### src/rtl/dbgcmd_pkg.sv
// Debug command sequencer types: opcodes, state encodings, step descriptor, step-list builder.
// Latency: n/a (package).
// Backpressure: n/a (package).
package dbgcmd_pkg;

  // Debug slave register offsets
  localparam logic [11:0] DBG_EN         = 12'h000;
  localparam logic [11:0] DBGAPB_INST    = 12'h004;
  localparam logic [11:0] DBGAPB_INST_WR = 12'h008;
  localparam logic [11:0] DBGAPB_WDATA_L = 12'h00C;
  localparam logic [11:0] DBGAPB_WDATA_H = 12'h010;
  localparam logic [11:0] DBGAPB_WDATA_WR= 12'h014;
  localparam logic [11:0] DBGAPB_RDATA_L = 12'h018;
  localparam logic [11:0] DBGAPB_RDATA_H = 12'h01C;

  // Debug instruction codes (low 12 bits of the instruction word)
  localparam logic [11:0] INST_ATTACH     = 12'h001;
  localparam logic [11:0] INST_RESUME     = 12'h002;
  localparam logic [11:0] INST_STATUS_RD  = 12'h003;
  localparam logic [11:0] INST_PC_RD      = 12'h004;
  localparam logic [11:0] INST_GPR_RD     = 12'h005;
  localparam logic [11:0] INST_CSR_RD     = 12'h006;
  localparam logic [11:0] INST_GPR_WR     = 12'h007;
  localparam logic [11:0] INST_CSR_WR     = 12'h008;
  localparam logic [11:0] INST_INSTREG_WR = 12'h009;
  localparam logic [11:0] INST_EXECUTE    = 12'h00A;

  typedef enum logic [3:0] {
    OP_EN        = 4'd0,
    OP_DIS       = 4'd1,
    OP_ATTACH    = 4'd2,
    OP_RESUME    = 4'd3,
    OP_STATUS_RD = 4'd4,
    OP_PC_RD     = 4'd5,
    OP_GPR_RD    = 4'd6,
    OP_CSR_RD    = 4'd7,
    OP_GPR_WR    = 4'd8,
    OP_CSR_WR    = 4'd9,
    OP_EXEC      = 4'd10
  } op_e;

  typedef enum logic [1:0] {T_IDLE, T_RUN, T_RESP} top_st_e;

  // XF_SETUP doubles as idle: the SETUP phase is this state with req high.
  typedef enum logic {XF_SETUP, XF_ACCESS} xfer_st_e;

  typedef struct packed {
    logic        write;
    logic [11:0] offset;
    logic [31:0] data;
  } step_t;

  function automatic step_t wr_step(input logic [11:0] off, input logic [31:0] d);
    return '{write: 1'b1, offset: off, data: d};
  endfunction

  function automatic step_t rd_step(input logic [11:0] off);
    return '{write: 1'b0, offset: off, data: 32'h0};
  endfunction

  function automatic logic [31:0] inst_word(input logic [11:0] addr, input logic [11:0] code);
    return {4'h0, addr, 4'h0, code};
  endfunction

  // Number of APB transfers an opcode expands to; 0 marks an illegal opcode.
  function automatic logic [3:0] step_count(input logic [3:0] op, input logic x64);
    case (op)
      OP_EN, OP_DIS:                                    return 4'd1;
      OP_ATTACH, OP_RESUME:                             return 4'd2;
      OP_STATUS_RD, OP_PC_RD, OP_GPR_RD, OP_CSR_RD:     return x64 ? 4'd4 : 4'd3;
      OP_GPR_WR, OP_CSR_WR:                             return x64 ? 4'd5 : 4'd4;
      OP_EXEC:                                          return 4'd6;
      default:                                          return 4'd0;
    endcase
  endfunction

  // Step idx of the list for op. Write lists are laid out in 64-bit form;
  // at 32 bits the WDATA_H slot is skipped by remapping the index.
  function automatic step_t get_step(input logic [3:0] op, input logic [3:0] idx,
                                     input logic [11:0] addr, input logic [63:0] wd,
                                     input logic x64);
    step_t       s;
    logic [3:0]  j;
    logic [11:0] code;
    s    = '0;
    j    = idx;
    code = '0;
    case (op)
      OP_EN:  s = wr_step(DBG_EN, 32'd1);
      OP_DIS: s = wr_step(DBG_EN, 32'd0);
      OP_ATTACH, OP_RESUME: begin
        code = (op == OP_ATTACH) ? INST_ATTACH : INST_RESUME;
        s = (idx == 4'd0) ? wr_step(DBGAPB_INST, inst_word(addr, code))
                          : wr_step(DBGAPB_INST_WR, 32'd1);
      end
      OP_STATUS_RD, OP_PC_RD, OP_GPR_RD, OP_CSR_RD: begin
        case (op)
          OP_STATUS_RD: code = INST_STATUS_RD;
          OP_PC_RD:     code = INST_PC_RD;
          OP_GPR_RD:    code = INST_GPR_RD;
          default:      code = INST_CSR_RD;
        endcase
        case (idx)
          4'd0:    s = wr_step(DBGAPB_INST, inst_word(addr, code));
          4'd1:    s = wr_step(DBGAPB_INST_WR, 32'd1);
          4'd2:    s = rd_step(DBGAPB_RDATA_L);
          default: s = rd_step(DBGAPB_RDATA_H);
        endcase
      end
      OP_GPR_WR, OP_CSR_WR: begin
        code = (op == OP_GPR_WR) ? INST_GPR_WR : INST_CSR_WR;
        if (!x64 && idx != 4'd0) j = idx + 4'd1;
        case (j)
          4'd0:    s = wr_step(DBGAPB_WDATA_L, wd[31:0]);
          4'd1:    s = wr_step(DBGAPB_WDATA_H, wd[63:32]);
          4'd2:    s = wr_step(DBGAPB_WDATA_WR, 32'd1);
          4'd3:    s = wr_step(DBGAPB_INST, inst_word(addr, code));
          default: s = wr_step(DBGAPB_INST_WR, 32'd1);
        endcase
      end
      OP_EXEC: begin
        case (idx)
          4'd0:    s = wr_step(DBGAPB_WDATA_L, wd[31:0]);
          4'd1:    s = wr_step(DBGAPB_WDATA_WR, 32'd1);
          4'd2:    s = wr_step(DBGAPB_INST, inst_word(addr, INST_INSTREG_WR));
          4'd3:    s = wr_step(DBGAPB_INST_WR, 32'd1);
          4'd4:    s = wr_step(DBGAPB_INST, inst_word(addr, INST_EXECUTE));
          default: s = wr_step(DBGAPB_INST_WR, 32'd1);
        endcase
      end
      default: s = '0;
    endcase
    return s;
  endfunction

endpackage

### src/rtl/dbgcmd_if.sv
// Command, response and APB bundle between the debug sequencer and its environment.
// Latency: n/a (wiring only).
// Backpressure: cmd valid/ready, rsp valid/ready, APB pready wait states.
interface dbgcmd_if #(parameter int XLEN = 32);
  logic            cmd_valid;
  logic            cmd_ready;
  logic [3:0]      cmd_op;
  logic [11:0]     cmd_addr;
  logic [XLEN-1:0] cmd_wdata;
  logic            rsp_valid;
  logic            rsp_ready;
  logic [XLEN-1:0] rsp_rdata;
  logic            rsp_err;
  logic            psel;
  logic            penable;
  logic            pwrite;
  logic [31:0]     paddr;
  logic [3:0]      pstrb;
  logic [31:0]     pwdata;
  logic [31:0]     prdata;
  logic            pready;
  logic            pslverr;

  // Sequencer side: accepts commands, returns responses, masters the APB.
  modport master (
    input  cmd_valid, cmd_op, cmd_addr, cmd_wdata, rsp_ready, prdata, pready, pslverr,
    output cmd_ready, rsp_valid, rsp_rdata, rsp_err,
           psel, penable, pwrite, paddr, pstrb, pwdata
  );

  // Environment side: issues commands, consumes responses, acts as the APB slave.
  modport slave (
    output cmd_valid, cmd_op, cmd_addr, cmd_wdata, rsp_ready, prdata, pready, pslverr,
    input  cmd_ready, rsp_valid, rsp_rdata, rsp_err,
           psel, penable, pwrite, paddr, pstrb, pwdata
  );
endinterface

### src/rtl/dbgcmd_apb_mst.sv
// Single-transfer APB master with wait-state timeout.
// Latency: SETUP in the cycle req is seen, ACCESS from the next cycle; done on the completing ACCESS.
// Backpressure: holds ACCESS while pready=0; aborts with err after TIMEOUT wait cycles.
import dbgcmd_pkg::*;

module dbgcmd_apb_mst #(
  parameter int unsigned TIMEOUT = 1023
) (
  input  logic        pclk,
  input  logic        preset,
  input  logic        req,
  input  logic        write,
  input  logic [31:0] addr,
  input  logic [31:0] wdata,
  output logic        done,
  output logic [31:0] rdata,
  output logic        err,
  output logic        psel,
  output logic        penable,
  output logic        pwrite,
  output logic [31:0] paddr,
  output logic [3:0]  pstrb,
  output logic [31:0] pwdata,
  input  logic [31:0] prdata,
  input  logic        pready,
  input  logic        pslverr
);

  xfer_st_e   xst, xst_nxt;
  logic [9:0] wcnt, wcnt_nxt;
  logic       sel, en;

  // Transfer state and wait counter registers.
  always_ff @(posedge pclk) begin
    if (preset) begin
      xst  <= XF_SETUP;
      wcnt <= '0;
    end else begin
      xst  <= xst_nxt;
      wcnt <= wcnt_nxt;
    end
  end

  // SETUP/ACCESS sequencing, completion and timeout detection.
  always_comb begin
    xst_nxt  = xst;
    wcnt_nxt = wcnt;
    done     = 1'b0;
    err      = 1'b0;
    sel      = 1'b0;
    en       = 1'b0;
    case (xst)
      XF_SETUP: begin
        wcnt_nxt = '0;
        if (req) begin
          sel     = 1'b1;
          xst_nxt = XF_ACCESS;
        end
      end
      XF_ACCESS: begin
        sel = 1'b1;
        en  = 1'b1;
        if (pready) begin
          done    = 1'b1;
          err     = pslverr;
          xst_nxt = XF_SETUP;
        end else if ({1'b0, wcnt} + 11'd1 == 11'(TIMEOUT)) begin
          done    = 1'b1;
          err     = 1'b1;
          xst_nxt = XF_SETUP;
        end else begin
          wcnt_nxt = wcnt + 10'd1;
        end
      end
      default: xst_nxt = XF_SETUP;
    endcase
  end

  assign psel    = sel;
  assign penable = en;
  assign pwrite  = sel & write;
  assign paddr   = sel ? addr : 32'h0;
  assign pstrb   = (sel & write) ? 4'hf : 4'h0;
  assign pwdata  = (sel & write) ? wdata : 32'h0;
  assign rdata   = prdata;

endmodule

### src/rtl/dbgcmd_seq.sv
// Expands one debug command into its fixed APB step list and returns a held response.
// Latency: first SETUP the cycle after accept; rsp_valid the cycle after the final ACCESS.
// Backpressure: cmd_ready only in IDLE; response held until rsp_ready.
import dbgcmd_pkg::*;

module dbgcmd_seq #(
  parameter int          XLEN      = 32,
  parameter logic [31:0] BASE_ADDR = 32'h0,
  parameter int unsigned TIMEOUT   = 1023
) (
  input  logic     pclk,
  input  logic     preset,
  dbgcmd_if.master bus
);

  localparam logic X64 = (XLEN == 64);

  top_st_e         st, st_nxt;
  logic [3:0]      op_q;
  logic [11:0]     addr_q;
  logic [63:0]     wdata_q;
  logic [3:0]      step_q;
  logic [XLEN-1:0] rdata_q;
  logic            err_q;

  step_t           cur;
  logic [3:0]      n_steps;
  logic [3:0]      acc_cnt;
  logic            accept;
  logic            done, xerr;
  logic [31:0]     xrdata;

  assign cur     = get_step(op_q, step_q, addr_q, wdata_q, X64);
  assign n_steps = step_count(op_q, X64);
  assign acc_cnt = step_count(bus.cmd_op, X64);
  assign accept  = (st == T_IDLE) && bus.cmd_valid;

  dbgcmd_apb_mst #(.TIMEOUT(TIMEOUT)) u_mst (
    .pclk    (pclk),
    .preset  (preset),
    .req     (st == T_RUN),
    .write   (cur.write),
    .addr    (BASE_ADDR + {20'h0, cur.offset}),
    .wdata   (cur.data),
    .done    (done),
    .rdata   (xrdata),
    .err     (xerr),
    .psel    (bus.psel),
    .penable (bus.penable),
    .pwrite  (bus.pwrite),
    .paddr   (bus.paddr),
    .pstrb   (bus.pstrb),
    .pwdata  (bus.pwdata),
    .prdata  (bus.prdata),
    .pready  (bus.pready),
    .pslverr (bus.pslverr)
  );

  // Command state register.
  always_ff @(posedge pclk) begin
    if (preset) st <= T_IDLE;
    else        st <= st_nxt;
  end

  // Command state transitions; illegal opcodes go straight to the response.
  always_comb begin
    st_nxt = st;
    case (st)
      T_IDLE: if (bus.cmd_valid) st_nxt = (acc_cnt == 4'd0) ? T_RESP : T_RUN;
      T_RUN:  if (done && (xerr || step_q == n_steps - 4'd1)) st_nxt = T_RESP;
      T_RESP: if (bus.rsp_ready) st_nxt = T_IDLE;
      default: st_nxt = T_IDLE;
    endcase
  end

  // Command latch, step counter and response capture.
  always_ff @(posedge pclk) begin
    if (preset) begin
      op_q    <= '0;
      addr_q  <= '0;
      wdata_q <= '0;
      step_q  <= '0;
      rdata_q <= '0;
      err_q   <= 1'b0;
    end else if (accept) begin
      op_q    <= bus.cmd_op;
      addr_q  <= bus.cmd_addr;
      wdata_q <= 64'(bus.cmd_wdata);
      step_q  <= '0;
      rdata_q <= '0;
      err_q   <= (acc_cnt == 4'd0);
    end else if (st == T_RUN && done) begin
      if (xerr) begin
        err_q <= 1'b1;
      end else begin
        if (!cur.write) begin
          if (X64 && cur.offset == DBGAPB_RDATA_H) rdata_q[XLEN-1 -: 32] <= xrdata;
          else                                      rdata_q[31:0]        <= xrdata;
        end
        step_q <= step_q + 4'd1;
      end
    end
  end

  assign bus.cmd_ready = (st == T_IDLE);
  assign bus.rsp_valid = (st == T_RESP);
  assign bus.rsp_rdata = rdata_q;
  assign bus.rsp_err   = err_q;

endmodule

### src/flat_wrapper.sv
// flat-port wrapper written by rule: the top's interface ports become plain ports
module dbgcmd_seq_flat 
#(
  parameter int          XLEN      = 32,
  parameter logic [31:0] BASE_ADDR = 32'h0,
  parameter int unsigned TIMEOUT   = 1023
)
  (pclk, preset, bus_cmd_valid, bus_cmd_op, bus_cmd_addr, bus_cmd_wdata, bus_rsp_ready, bus_prdata, bus_pready, bus_pslverr, bus_cmd_ready, bus_rsp_valid, bus_rsp_rdata, bus_rsp_err, bus_psel, bus_penable, bus_pwrite, bus_paddr, bus_pstrb, bus_pwdata);
  dbgcmd_if #(.XLEN(XLEN)) bus_i ();
  input  logic pclk;
  input  logic preset;
  input wire logic [$bits(bus_i.cmd_valid)-1:0] bus_cmd_valid;
  input wire logic [$bits(bus_i.cmd_op)-1:0] bus_cmd_op;
  input wire logic [$bits(bus_i.cmd_addr)-1:0] bus_cmd_addr;
  input wire logic [$bits(bus_i.cmd_wdata)-1:0] bus_cmd_wdata;
  input wire logic [$bits(bus_i.rsp_ready)-1:0] bus_rsp_ready;
  input wire logic [$bits(bus_i.prdata)-1:0] bus_prdata;
  input wire logic [$bits(bus_i.pready)-1:0] bus_pready;
  input wire logic [$bits(bus_i.pslverr)-1:0] bus_pslverr;
  output wire logic [$bits(bus_i.cmd_ready)-1:0] bus_cmd_ready;
  output wire logic [$bits(bus_i.rsp_valid)-1:0] bus_rsp_valid;
  output wire logic [$bits(bus_i.rsp_rdata)-1:0] bus_rsp_rdata;
  output wire logic [$bits(bus_i.rsp_err)-1:0] bus_rsp_err;
  output wire logic [$bits(bus_i.psel)-1:0] bus_psel;
  output wire logic [$bits(bus_i.penable)-1:0] bus_penable;
  output wire logic [$bits(bus_i.pwrite)-1:0] bus_pwrite;
  output wire logic [$bits(bus_i.paddr)-1:0] bus_paddr;
  output wire logic [$bits(bus_i.pstrb)-1:0] bus_pstrb;
  output wire logic [$bits(bus_i.pwdata)-1:0] bus_pwdata;
  assign bus_i.cmd_valid = bus_cmd_valid;
  assign bus_i.cmd_op = bus_cmd_op;
  assign bus_i.cmd_addr = bus_cmd_addr;
  assign bus_i.cmd_wdata = bus_cmd_wdata;
  assign bus_i.rsp_ready = bus_rsp_ready;
  assign bus_i.prdata = bus_prdata;
  assign bus_i.pready = bus_pready;
  assign bus_i.pslverr = bus_pslverr;
  assign bus_cmd_ready = bus_i.cmd_ready;
  assign bus_rsp_valid = bus_i.rsp_valid;
  assign bus_rsp_rdata = bus_i.rsp_rdata;
  assign bus_rsp_err = bus_i.rsp_err;
  assign bus_psel = bus_i.psel;
  assign bus_penable = bus_i.penable;
  assign bus_pwrite = bus_i.pwrite;
  assign bus_paddr = bus_i.paddr;
  assign bus_pstrb = bus_i.pstrb;
  assign bus_pwdata = bus_i.pwdata;
  dbgcmd_seq #(.XLEN(XLEN), .BASE_ADDR(BASE_ADDR), .TIMEOUT(TIMEOUT)) u_core (.pclk(pclk), .preset(preset), .bus(bus_i));
endmodule
### config.mk
export PLATFORM = sky130hd
export DESIGN_NAME = dbgcmd_seq_flat
export DESIGN_NICKNAME = d
export VERILOG_FILES = /design/src/rtl/dbgcmd_pkg.sv /design/src/rtl/dbgcmd_if.sv /design/src/rtl/dbgcmd_apb_mst.sv /design/src/rtl/dbgcmd_seq.sv /design/src/flat_wrapper.sv
export SDC_FILE = /design/constraint.sdc
export NUM_CORES = 1
export LEC_CHECK = 0
export ABC_AREA = 1
export ABC_CLOCK_PERIOD_IN_PS = 3000
export BUFFER_PORTS_ARGS = -buffer_cell sky130_fd_sc_hd__buf_4
export CORE_UTILIZATION = 35
export CTS_BUF_LIST = sky130_fd_sc_hd__clkbuf_4 sky130_fd_sc_hd__clkbuf_8
export DETAILED_ROUTE_END_ITERATION = 8
export PLACE_DENSITY = 0.69
export SYNTH_ARGS = -nofsm -noshare
export SYNTH_HDL_FRONTEND = slang
export SYNTH_SLANG_ARGS = --single-unit
### constraint.sdc
create_clock -name pclk -period 3 [get_ports pclk]
set_input_delay 0.6 -clock pclk [delete_from_list [all_inputs] [get_ports pclk]]
set_output_delay 0.6 -clock pclk [all_outputs]
set_load 0.02 [all_outputs]
==> impl_metrics.xml, run 1 <==
<?xml version="1.0" encoding="UTF-8"?>
<metrics>
  <group name="layout">
    <metric name="mostFrequentLayoutCells" unit="">nor2_1 (201), buf_4 (167), nand2_1 (103), dfxtp_1 (99), o21ai_0 (87)</metric>
    <metric name="area.growth.synth_to_final" unit="%">34.82</metric>
    <metric name="postLayoutCoreUtil" unit="">0.4852</metric>
    <metric name="fin_nets" unit="">1044</metric>
    <metric name="final_layout_size_suffix_gt1_frac" unit="">0.2715</metric>
    <metric name="post-route-cell-area" unit="µm²">7078</metric>
    <metric name="final_common_cell" unit="">nor2_1</metric>
    <metric name="antennaDiodeCount" unit="">0</metric>
  </group>
  <group name="clock_network">
    <metric name="max-clock-path-buffers" unit="">2</metric>
    <metric name="cts.sink_count" unit="">101</metric>
    <metric name="htree_levels" unit="">3</metric>
    <metric name="cts-buffers-inserted" unit="">9</metric>
    <metric name="holdBufCountCts" unit="">0</metric>
    <metric name="tritoncts" unit="">yes</metric>
    <metric name="cts.clk_slew.worst_paths" unit="ns">0.10</metric>
    <metric name="clock_latency_reported_for_the_late_side_of_the_worst_skew_pair" unit="ns">0.39</metric>
    <metric name="ctsRootBufferMaster" unit="">clkbuf_8</metric>
  </group>
  <group name="routing">
    <metric name="initialDrtViolationCount" unit="">393</metric>
    <metric name="wl" unit="µm">14930</metric>
    <metric name="via_per_inst" unit="">4.849</metric>
    <metric name="drt.antenna.violating_nets" unit="">0</metric>
    <metric name="detailroute.via_count" unit="">5518</metric>
    <metric name="post_drt_wl_per_cell" unit="µm">13.12</metric>
    <metric name="detail_route.drc_violations" unit="">0</metric>
    <metric name="initial_drt_pass_iterations" unit="">5</metric>
  </group>
  <group name="power">
    <metric name="netSwitchingPower" unit="µW">1044</metric>
    <metric name="power.density" unit="nW/µm²">451.0</metric>
    <metric name="power_frac_clock" unit="">0.286</metric>
    <metric name="p_int" unit="µW">2148</metric>
    <metric name="power.share.sequential" unit="">0.467</metric>
    <metric name="max-vdd-ir-drop" unit="mV">0.2465</metric>
    <metric name="leakage" unit="µW">0.003399</metric>
    <metric name="sw_frac_of_total" unit="">0.3272</metric>
    <metric name="part_of_the_power_in_combinational_logic" unit="">0.247</metric>
  </group>
  <group name="critical_path">
    <metric name="total_stage_count_of_the_critical_path" unit="">16</metric>
    <metric name="worstReg2RegEnd" unit="">u_core.u_mst.wcnt[0]</metric>
    <metric name="worstReg2RegStart" unit="">u_core.u_mst.wcnt[1]</metric>
    <metric name="timing.critical_path.slowest_cell_delay" unit="ns">0.37</metric>
    <metric name="timing.critical_path.to_type" unit="">output pin</metric>
    <metric name="setup.reg_to_reg.worst_slack" unit="ns">0.91</metric>
    <metric name="first_element_of_the_critical_path" unit="">u_core.step_q[1]</metric>
    <metric name="worst_path_dominant_cell_family" unit="">simple AND/OR/NAND/NOR gates</metric>
    <metric name="critPathBufInv" unit="">6</metric>
    <metric name="r2r_cells" unit="">12</metric>
    <metric name="timing.critical_path.slowest_stage_cell" unit="">dfxtp_4</metric>
    <metric name="cp_max_fo" unit="">8</metric>
    <metric name="cp_cell_sequence" unit="">inv_4, ha_4, nand2_8, nor2_8, inv_4, nand2_2, nand2_2, inv_2, nand2_4, nor3_4, buf_6, nand2_1, nand3_2, nand2_1, inv_1, buf_6</metric>
    <metric name="crit_path_start_kind" unit="">flop</metric>
    <metric name="critical_path_arrival" unit="ns">2.37</metric>
    <metric name="endpoint" unit="">bus_pwdata[26]</metric>
    <metric name="critical_path_required" unit="ns">2.40</metric>
    <metric name="path_class" unit="">reg2out</metric>
  </group>
  <group name="floorplan">
    <metric name="fp.dieArea" unit="µm²">15490</metric>
    <metric name="starting_density_of_the_core" unit="">0.3599</metric>
    <metric name="die-height" unit="µm">124.5</metric>
    <metric name="die_width" unit="µm">124.5</metric>
    <metric name="row_count" unit="">44</metric>
    <metric name="pin_count" unit="">192</metric>
    <metric name="core" unit="µm²">14590</metric>
  </group>
  <group name="logic_synthesis">
    <metric name="synth.cell_area" unit="µm²">5250</metric>
    <metric name="synthCells" unit="">788</metric>
    <metric name="synth.distinct_cells" unit="">34</metric>
    <metric name="postSynthRegisterBits" unit="">101</metric>
    <metric name="yosys_warnings" unit="">0</metric>
    <metric name="synthesis.area_per_instance" unit="µm²">6.662</metric>
    <metric name="yosysSeqAreaShare" unit="">0.3851</metric>
  </group>
  <group name="run">
    <metric name="maxCapViolations" unit="">0</metric>
  </group>
  <group name="status">
    <metric name="run_status" unit="">finished clean</metric>
  </group>
  <group name="global_route">
    <metric name="all_layer_global_routing_usage" unit="">0.1892</metric>
    <metric name="pin_count_of_the_biggest_net_entering_global_routing" unit="">33</metric>
    <metric name="vias_in_the_first_global_route" unit="">4909</metric>
    <metric name="overflow" unit="">0</metric>
    <metric name="grt_antenna_before_repair" unit="">0</metric>
    <metric name="global_route_wire_length_before_repair" unit="µm">23890</metric>
  </group>
  <group name="sta">
    <metric name="clock_skew" unit="ns">0.01472</metric>
    <metric name="worst_slew_pin_slew" unit="ns">0.7174</metric>
    <metric name="setup_repair_after_global_routing_missed_its_margin" unit="">yes</metric>
    <metric name="timing.setup.tns" unit="ns">0</metric>
    <metric name="timing.final.ws_setup" unit="ns">0.03226</metric>
    <metric name="setup-violations-final" unit="">0</metric>
    <metric name="timing.max_slew.rel_slack" unit="">0.5167</metric>
    <metric name="finalWorstPathRequiredPeriod" unit="ns">2.968</metric>
    <metric name="report.final.slew_viol_count" unit="">0</metric>
    <metric name="highest_achievable_clock_rate" unit="GHz">0.3370</metric>
    <metric name="finalCritPeriodShare" unit="">0.9892</metric>
    <metric name="hold_viol_final" unit="">0</metric>
  </group>
  <group name="place">
    <metric name="dp_hpwl" unit="µm">10010</metric>
    <metric name="port_bufs" unit="">162</metric>
    <metric name="placer_congestion" unit="">0.9138</metric>
    <metric name="detailed_place.area" unit="µm²">6531</metric>
    <metric name="preCtsSetupSlack" unit="ns">0.2462</metric>
  </group>
  <group name="hold_path">
    <metric name="type_of_the_most_critical_hold_path" unit="">in2reg</metric>
  </group>
</metrics>
area by class of cell:
type / count / area [µm²]
clock buffer: 9 / 123.9
clock inverter: 7 / 83.83
fill: 1461 / 7511
inverter: 64 / 247.7
multi-input combinational: 580 / 2789
sequential: 101 / 2027
tap: 184 / 230.2
timing repair buffer: 193 / 1577
flip-flops by register name (all words and copies together), names as in the netlist:
signal and flops:
u_core.wdata_q 32, u_core.u_mst.xst 1, u_core.addr_q 12, u_core.u_mst.wcnt 10
u_core.bus.rsp_err 1, u_core.st 2, u_core.op_q 4, u_core.bus.rsp_rdata 32
u_core.step_q 4, u_core.n_steps 3
how the worst min path moves through the flow:
stage | from | endpoint | slack [ns] | cells past startpoint
3_5_place_dp | u_core.wdata_q[4] | u_core.wdata_q[4] | 0.47 | 2
2_1_floorplan | u_core.wdata_q[0] | u_core.wdata_q[0] | 0.45 | 2
3_3_place_gp | u_core.wdata_q[4] | u_core.wdata_q[4] | 0.46 | 2
4_1_cts | bus_prdata[26] | u_core.bus.rsp_rdata[26] | 0.41 | 3
6_report | bus_prdata[26] | u_core.bus.rsp_rdata[26] | 0.43 | 3
5_1_grt | bus_prdata[31] | u_core.bus.rsp_rdata[31] | 0.41 | 3
what timing repair did:
action / CTS / global route
gates resized for setup: 17 / 51
cloned: 2 / 0
pin swaps: 4 / 9
buffers inserted: 4 / 6
setup endpoints to repair: 33 / 40
stage by stage:
stage	cells	power [µW]	hold WS (ns)
finish	1138	3192	0.4336
global route	1138	3381	0.4128
CTS	1132	3191	0.4139
detailed placement	1110	2239	0.4734
global placement	1110	2233	0.4646
floorplan	816	2004	0.4455
worst reg2reg max path, stage by stage, from the launching register on:
cell     delay [ns]
dfxtp_1        0.43
ha_1           0.23
nand2_1        0.09
nor2_2         0.16
nand2_1        0.07
nand2_1        0.05
nand2_1        0.04
inv_1          0.06
nand3_1        0.09
o21ai_2        0.32
nor2_1         0.22
o21ai_0        0.19
nor2_1         0.05
cell usage after synthesis (all sizes together):
| master | number | share of area |
|---|---|---|
| inv | 64 | 0.046 |
| conb | 1 | 0.00071 |
| nor3 | 11 | 0.013 |
| nor4 | 1 | 0.0012 |
| a22oi | 11 | 0.016 |
| clkbuf | 18 | 0.013 |
| ha | 9 | 0.021 |
| or2 | 1 | 0.0012 |
| o31ai | 2 | 0.0029 |
| a21oi | 28 | 0.027 |
| nand2 | 113 | 0.083 |
| o211ai | 4 | 0.0057 |
| nor2 | 212 | 0.16 |
| nand3b | 2 | 0.0029 |
| xnor2 | 3 | 0.0050 |
| a21boi | 1 | 0.0014 |
| o21ai | 96 | 0.092 |
| dfxtp | 101 | 0.39 |
| a31oi | 2 | 0.0024 |
| buf | 53 | 0.069 |
| nand3 | 45 | 0.043 |
| xor2 | 3 | 0.0050 |
| nand4 | 7 | 0.0083 |
power groups by stage:
stage | Clock [µW] | Sequential [µW] | Combinational (µW)
2_1_floorplan | 0 | 1510 | 495
3_3_place_gp | 0 | 1520 | 713
3_5_place_dp | 0 | 1520 | 717
4_1_cts | 946 | 1490 | 755
5_1_grt | 1020 | 1500 | 862
6_report | 913 | 1490 | 788
layer usage:
layer	global-route usage	routed length, µm	vias to the layer above
met5	0	0	-
met4	0.07938	411	0
li1	-	-	2777
met1	0.2596	7000	2477
met2	0.2798	6580	233
met3	0.04768	932	31
logic make-up after synthesis:
family	count (synthesis)	synth area share
flops	101	0.3851
fa+ha+maj	9	0.02145
other cells	1	0.0007143
xor+xnor	6	0.01001
buf+inv	135	0.1273
compound gates	144	0.1470
simple gates	392	0.3084
Power figures use the tool's default switching activity.
==> run 2, diff against run 1 <==
==> constraint.sdc (replaced) <==
create_clock -name pclk -period 3 [get_ports pclk]
set_input_delay 0.3 -clock pclk [delete_from_list [all_inputs] [get_ports pclk]]
set_output_delay 0.3 -clock pclk [all_outputs]
set_load 0.02 [all_outputs]
==> impl_metrics.xml, run 2 (synthesis results as in run 1) <==
<?xml version="1.0" encoding="UTF-8"?>
<metrics>
  <group name="sta">
    <metric name="setup-violations-final" unit="">0</metric>
    <metric name="worst_slew_pin_slew" unit="ns">0.6988</metric>
    <metric name="finalWorstPathRequiredPeriod" unit="ns">2.864</metric>
    <metric name="hold_viol_final" unit="">0</metric>
    <metric name="clock_skew" unit="ns">0.009262</metric>
    <metric name="highest_achievable_clock_rate" unit="GHz">0.3491</metric>
    <metric name="timing.setup.tns" unit="ns">0</metric>
    <metric name="timing.max_slew.rel_slack" unit="">0.5336</metric>
    <metric name="finalCritPeriodShare" unit="">0.9547</metric>
    <metric name="report.final.slew_viol_count" unit="">0</metric>
  </group>
  <group name="routing">
    <metric name="post_drt_wl_per_cell" unit="µm">12.44</metric>
    <metric name="drt.antenna.violating_nets" unit="">0</metric>
    <metric name="wl" unit="µm">14060</metric>
    <metric name="detailroute.via_count" unit="">5338</metric>
    <metric name="via_per_inst" unit="">4.724</metric>
    <metric name="initialDrtViolationCount" unit="">351</metric>
    <metric name="detail_route.drc_violations" unit="">0</metric>
    <metric name="initial_drt_pass_iterations" unit="">5</metric>
  </group>
  <group name="floorplan">
    <metric name="starting_density_of_the_core" unit="">0.3599</metric>
    <metric name="fp.dieArea" unit="µm²">15490</metric>
    <metric name="core" unit="µm²">14590</metric>
    <metric name="row_count" unit="">44</metric>
    <metric name="die_width" unit="µm">124.5</metric>
    <metric name="die-height" unit="µm">124.5</metric>
    <metric name="pin_count" unit="">192</metric>
  </group>
  <group name="layout">
    <metric name="area.growth.synth_to_final" unit="%">29.86</metric>
    <metric name="fin_nets" unit="">1036</metric>
    <metric name="antennaDiodeCount" unit="">0</metric>
    <metric name="post-route-cell-area" unit="µm²">6818</metric>
    <metric name="instances_no_fill" unit="">1130</metric>
    <metric name="mostFrequentLayoutCells" unit="">nor2_1 (206), buf_4 (181), nand2_1 (108), dfxtp_1 (98), o21ai_0 (88)</metric>
    <metric name="final_layout_size_suffix_gt1_frac" unit="">0.2400</metric>
    <metric name="postLayoutCoreUtil" unit="">0.4673</metric>
    <metric name="final_common_cell" unit="">nor2_1</metric>
  </group>
  <group name="run">
    <metric name="maxCapViolations" unit="">0</metric>
  </group>
  <group name="clock_network">
    <metric name="htree_levels" unit="">3</metric>
    <metric name="ctsRootBufferMaster" unit="">clkbuf_8</metric>
    <metric name="clock_latency_reported_for_the_late_side_of_the_worst_skew_pair" unit="ns">0.38</metric>
    <metric name="tritoncts" unit="">yes</metric>
    <metric name="max-clock-path-buffers" unit="">2</metric>
    <metric name="holdBufCountCts" unit="">0</metric>
    <metric name="cts.clk_slew.worst_paths" unit="ns">0.10</metric>
    <metric name="cts.sink_count" unit="">101</metric>
    <metric name="cts-buffers-inserted" unit="">9</metric>
  </group>
  <group name="critical_path">
    <metric name="critical_path_required" unit="ns">2.70</metric>
    <metric name="r2r_cells" unit="">12</metric>
    <metric name="cp_max_fo" unit="">8</metric>
    <metric name="critical_path_arrival" unit="ns">2.56</metric>
    <metric name="worstReg2RegEnd" unit="">u_core.bus.rsp_rdata[12]</metric>
    <metric name="setup.reg_to_reg.worst_slack" unit="ns">0.88</metric>
    <metric name="timing.critical_path.to_type" unit="">output pin</metric>
    <metric name="path_class" unit="">reg2out</metric>
    <metric name="worstReg2RegStart" unit="">u_core.step_q[1]</metric>
    <metric name="crit_path_start_kind" unit="">flop</metric>
  </group>
  <group name="global_route">
    <metric name="all_layer_global_routing_usage" unit="">0.1764</metric>
    <metric name="grt_antenna_before_repair" unit="">0</metric>
    <metric name="global_route.usage.met3" unit="">0.04510</metric>
    <metric name="pin_count_of_the_biggest_net_entering_global_routing" unit="">46</metric>
    <metric name="global_route.peak_usage_layer" unit="">met2</metric>
    <metric name="vias_in_the_first_global_route" unit="">4693</metric>
    <metric name="routing_usage_on_met1" unit="">0.2358</metric>
    <metric name="overflow" unit="">0</metric>
    <metric name="global_route.usage.met2" unit="">0.2766</metric>
    <metric name="global_route_wire_length_before_repair" unit="µm">22580</metric>
  </group>
  <group name="status">
    <metric name="run_status" unit="">finished clean</metric>
  </group>
  <group name="place">
    <metric name="placer_congestion" unit="">0.8940</metric>
    <metric name="placed_cells_incl_taps" unit="">1106</metric>
    <metric name="port_bufs" unit="">162</metric>
    <metric name="detailed_place.area" unit="µm²">6489</metric>
    <metric name="dp_hpwl" unit="µm">10040</metric>
  </group>
  <group name="power">
    <metric name="max-vdd-ir-drop" unit="mV">0.3309</metric>
    <metric name="leakage" unit="µW">0.003335</metric>
    <metric name="overall_power_consumption" unit="µW">3219</metric>
    <metric name="power.density" unit="nW/µm²">472.1</metric>
  </group>
  <group name="hold_path">
    <metric name="hold_path_end" unit="">u_core.bus.rsp_rdata[13]</metric>
    <metric name="type_of_the_most_critical_hold_path" unit="">in2reg</metric>
    <metric name="hold_critical_path_depth" unit="">3</metric>
    <metric name="hold_path.startpoint" unit="">bus_prdata[13]</metric>
  </group>
</metrics>
[run 2: worst max-delay path, stage by stage, from the launching register on]
cell     delay (ns)
dfxtp_4        0.38
inv_2          0.11
ha_4           0.15
nand2_4        0.08
nor2_8         0.16
inv_2          0.08
nand2_1        0.08
nand2_2        0.08
inv_2          0.08
nand2_2        0.08
nor3_4         0.21
buf_4          0.14
buf_6          0.13
o21ai_1        0.06
a21oi_1        0.18
buf_4          0.17
[run 2: routing by layer]
metal / wire length (µm) / vias to the layer above
met5: 0 / -
met2: 6309 / 180
met3: 1011 / 15
li1: - / 2771
met4: 172 / 0
met1: 6565 / 2372
[run 2: how the worst max path moves through the flow]
stage,startpoint,endpoint
floorplan,u_core.step_q[0],bus_pwdata[27]
global placement,u_core.step_q[0],bus_pwdata[26]
detailed placement,u_core.step_q[0],bus_pwdata[12]
CTS,u_core.step_q[1],bus_pwdata[27]
global route,u_core.step_q[1],bus_pwdata[25]
finish,u_core.step_q[1],bus_pwdata[27]
[run 2: metrics by stage]
stage,hold WS (ns),setup slack [ns]
finish,0.1276,0.1358
CTS,0.1109,0.01575
global route,0.1118,-0.009720
detailed placement,0.4696,0.1626
floorplan,0.4001,0.5850
global placement,0.4636,0.2515
[run 2: timing repair]
action                                  in CTS  in global routing
cloned                                       0                  1
pin swaps                                    0                  2
endpoints found under the setup margin      32                 39
gates resized for setup                      3                 14
buffers inserted                             0                  7
[run 2: power breakdown]
| part | internal [µW] | switching, µW |
|---|---|---|
| Sequential | 1430 | 64.1 |
| Combinational | 285 | 440 |
| Clock | 482 | 520 |
[run 2: layout make-up]
type / instances / area (µm²)
Clock buffer: 9 / 123.9
Clock inverter: 7 / 102.6
Fill cell: 1489 / 7771
Inverter: 64 / 245.2
Multi-Input combinational cell: 580 / 2688
Sequential cell: 101 / 2031
Tap cell: 184 / 230.2
Timing Repair Buffer: 185 / 1398
==> run 3, diff against run 2 <==
Settings changed: ABC_AREA 1 to 0, CAP_MARGIN set to 20.
==> impl_metrics.xml, run 3 <==
<?xml version="1.0" encoding="UTF-8"?>
<metrics>
  <group name="status">
    <metric name="run_status" unit="">finished clean</metric>
  </group>
  <group name="critical_path">
    <metric name="critical_path_required" unit="ns">2.70</metric>
    <metric name="crit_path_start_kind" unit="">flop</metric>
    <metric name="timing.critical_path.slowest_cell_delay" unit="ns">0.40</metric>
    <metric name="path_class" unit="">reg2out</metric>
    <metric name="setup.reg_to_reg.worst_slack" unit="ns">0.80</metric>
    <metric name="cp_cell_sequence" unit="">inv_2, ha_1, or3b_1, mux2_4, a21o_1, a221oi_1, a31oi_2, buf_4</metric>
    <metric name="critical_path_arrival" unit="ns">2.58</metric>
    <metric name="timing.critical_path.to_type" unit="">output pin</metric>
    <metric name="cp_max_fo" unit="">13</metric>
    <metric name="timing.critical_path.slowest_stage_cell" unit="">dfxtp_4</metric>
  </group>
  <group name="clock_network">
    <metric name="cts.clk_slew.worst_paths" unit="ns">0.11</metric>
    <metric name="cts-buffers-inserted" unit="">9</metric>
    <metric name="cts.sink_count" unit="">101</metric>
    <metric name="holdBufCountCts" unit="">0</metric>
    <metric name="max-clock-path-buffers" unit="">2</metric>
    <metric name="htree_levels" unit="">3</metric>
    <metric name="ctsRootBufferMaster" unit="">clkbuf_8</metric>
    <metric name="clock_latency_reported_for_the_late_side_of_the_worst_skew_pair" unit="ns">0.39</metric>
    <metric name="tritoncts" unit="">yes</metric>
  </group>
  <group name="routing">
    <metric name="wl" unit="µm">14260</metric>
    <metric name="post_drt_wl_per_cell" unit="µm">14.31</metric>
    <metric name="m1WireLength" unit="µm">6498</metric>
    <metric name="drt.antenna.violating_nets" unit="">0</metric>
    <metric name="met3_wirelength" unit="µm">978</metric>
    <metric name="top_signal_layer_used" unit="">met4</metric>
    <metric name="initialDrtViolationCount" unit="">254</metric>
    <metric name="initial_drt_pass_iterations" unit="">5</metric>
    <metric name="detail_route.drc_violations" unit="">0</metric>
    <metric name="detailroute.via_count" unit="">5029</metric>
    <metric name="detailroute.wirelength.met2" unit="µm">6525</metric>
    <metric name="via_per_inst" unit="">5.049</metric>
  </group>
  <group name="floorplan">
    <metric name="starting_density_of_the_core" unit="">0.3631</metric>
    <metric name="core" unit="µm²">14750</metric>
    <metric name="die-height" unit="µm">125.7</metric>
    <metric name="row_count" unit="">44</metric>
    <metric name="die_width" unit="µm">125.7</metric>
    <metric name="fp.dieArea" unit="µm²">15810</metric>
    <metric name="pin_count" unit="">192</metric>
  </group>
  <group name="place">
    <metric name="dp_hpwl" unit="µm">10170</metric>
    <metric name="port_bufs" unit="">162</metric>
    <metric name="placer_congestion" unit="">0.8894</metric>
    <metric name="preCtsSetupSlack" unit="ns">0.03526</metric>
  </group>
  <group name="global_route">
    <metric name="vias_in_the_first_global_route" unit="">4551</metric>
    <metric name="all_layer_global_routing_usage" unit="">0.1739</metric>
    <metric name="pin_count_of_the_biggest_net_entering_global_routing" unit="">57</metric>
    <metric name="grt_antenna_before_repair" unit="">0</metric>
    <metric name="global_route_wire_length_before_repair" unit="µm">22290</metric>
    <metric name="overflow" unit="">0</metric>
  </group>
  <group name="layout">
    <metric name="final_layout_size_suffix_gt1_frac" unit="">0.2906</metric>
    <metric name="mostFrequentLayoutCells" unit="">buf_4 (181), nand2_1 (112), dfxtp_1 (98), a21oi_1 (66), nor2_1 (62)</metric>
    <metric name="final_common_cell" unit="">buf_4</metric>
    <metric name="antennaDiodeCount" unit="">0</metric>
    <metric name="final.fill_count" unit="">1454</metric>
    <metric name="area.growth.synth_to_final" unit="%">29.89</metric>
    <metric name="fin_nets" unit="">902</metric>
    <metric name="postLayoutCoreUtil" unit="">0.4717</metric>
  </group>
  <group name="power">
    <metric name="max-vdd-ir-drop" unit="mV">0.2306</metric>
    <metric name="overall_power_consumption" unit="µW">2884</metric>
    <metric name="sw_frac_of_total" unit="">0.2924</metric>
    <metric name="power.density" unit="nW/µm²">414.4</metric>
    <metric name="leakage" unit="µW">0.002790</metric>
    <metric name="power_frac_clock" unit="">0.324</metric>
    <metric name="p_int" unit="µW">2041</metric>
    <metric name="power.share.sequential" unit="">0.501</metric>
    <metric name="part_of_the_power_in_combinational_logic" unit="">0.174</metric>
    <metric name="netSwitchingPower" unit="µW">843.2</metric>
  </group>
  <group name="logic_synthesis">
    <metric name="yosysSeqAreaShare" unit="">0.3774</metric>
    <metric name="yosys.cell_count.top_type" unit="">nand2_1</metric>
    <metric name="yosys.area.top_type" unit="">dfxtp_1</metric>
    <metric name="yosys_warnings" unit="">0</metric>
    <metric name="postSynthRegisterBits" unit="">101</metric>
    <metric name="synthCells" unit="">664</metric>
    <metric name="post_synth_most_frequent_cells" unit="">nand2_1 (112), dfxtp_1 (101), a21oi_1 (69)</metric>
    <metric name="synth_edf_count" unit="">0</metric>
    <metric name="synth_area_leaders" unit="">dfxtp_1 (38%), nand2_1 (7.8%), mux2i_1 (7.3%)</metric>
    <metric name="synthFlopType" unit="">dfxtp_1</metric>
    <metric name="async_flop_share" unit="">0</metric>
    <metric name="synth.cell_area" unit="µm²">5358</metric>
    <metric name="netlist.area_leader.share" unit="">0.3774</metric>
    <metric name="synthesis.area_per_instance" unit="µm²">8.069</metric>
    <metric name="synth.distinct_cells" unit="">66</metric>
  </group>
  <group name="run">
    <metric name="maxCapViolations" unit="">0</metric>
  </group>
  <group name="sta">
    <metric name="timing.max_slew.rel_slack" unit="">0.6001</metric>
    <metric name="hold_viol_final" unit="">0</metric>
    <metric name="worst_slew_pin_slew" unit="ns">0.5998</metric>
    <metric name="setup-violations-final" unit="">0</metric>
    <metric name="report.final.slew_viol_count" unit="">0</metric>
    <metric name="timing.setup.tns" unit="ns">0</metric>
    <metric name="finalWorstPathRequiredPeriod" unit="ns">2.880</metric>
    <metric name="timing.final.ws_setup" unit="ns">0.1196</metric>
    <metric name="finalCritPeriodShare" unit="">0.9601</metric>
    <metric name="highest_achievable_clock_rate" unit="GHz">0.3472</metric>
    <metric name="fin_hold_ws" unit="ns">0.1472</metric>
    <metric name="clock_skew" unit="ns">0.02219</metric>
  </group>
  <group name="hold_path">
    <metric name="type_of_the_most_critical_hold_path" unit="">in2reg</metric>
  </group>
</metrics>
==> run 3: cell count changes after synthesis, sizes merged, moves of 27 or more <==
cell   previous run  this run
a21oi            28        70
inv              64        11
nand3            45        18
o21ai            96         9
nor2            212        62
mux2i             0        39
==> run 3: cells by family (layout without fill, tap and decap cells) <==
kind of cell / Yosys count / in the layout / share of synthesized area
other cells: 1 / 29 / 0.0006999
compound gates: 146 / 146 / 0.1810
simple gates: 260 / 260 / 0.2251
fa+ha+maj: 9 / 9 / 0.02102
buf+inv: 92 / 212 / 0.09458
flops: 101 / 101 / 0.3774
mux: 40 / 40 / 0.07566
xor+xnor: 15 / 15 / 0.02452
==> run 3: repair_timing <==
action                                  in CTS  in global routing
resized for setup                            4                 20
buffers inserted                             1                  2
endpoints found under the setup margin      36                 38
cloned                                       0                  1
pin swaps                                    1                  2
==> run 3: final cells by class <==
class | count | area, µm² | area share
Clock inverter | 5 | 66.31 | 0.009529
Tap cell | 184 | 230.2 | 0.03308
Timing Repair Buffer | 185 | 1421 | 0.2042
Sequential cell | 101 | 2028 | 0.2914
Clock buffer | 11 | 145.1 | 0.02086
Multi-Input combinational cell | 499 | 3023 | 0.4344
Inverter | 11 | 45.04 | 0.006472
==> run 3: path summary, 6_finish.rpt <==
| path | start | end | cells past startpoint |
|---|---|---|---|
| hold / removal | bus_prdata[12] | u_core.bus.rsp_rdata[12] | 3 |
| setup / recovery | u_core.step_q[0] | bus_pwdata[0] | 8 |
| setup reg to reg | u_core.step_q[0] | u_core.bus.rsp_rdata[4] | 9 |
| hold reg to reg | u_core.wdata_q[29] | u_core.wdata_q[29] | 2 |
==> run 3: stage by stage <==
stage,std cells,instance area [µm²]
3_3_place_gp,976,6611
5_1_grt,996,6959
2_1_floorplan,692,5463
3_5_place_dp,976,6611
4_1_cts,993,6863
6_report,996,6959
==> run 3: per-layer routing <==
metal	GRT usage	up-vias
met5	0	-
met4	0.06600	0
met3	0.04503	19
met2	0.2761	184
met1	0.2256	2325
li1	-	2501
==> run 3: critical path, delay by kind of cell, from the launching register on <==
family                     cells  cell delay, ns
adders and majority gates      1            0.15
buffers and inverters          2            0.26
muxes                          1            0.35
and+or+nand+nor                1            0.39
DFF                            1            0.40
AOI/OAI and AO/OA              3            0.67
==> run 3: power groups by stage <==
| stage | clock network, µW | logic (µW) | registers [µW] |
|---|---|---|---|
| floorplan | 0 | 346 | 1450 |
| global placement | 0 | 482 | 1480 |
| detailed placement | 0 | 487 | 1480 |
| CTS | 962 | 492 | 1440 |
| global route | 1010 | 549 | 1450 |
| finish | 935 | 503 | 1450 |
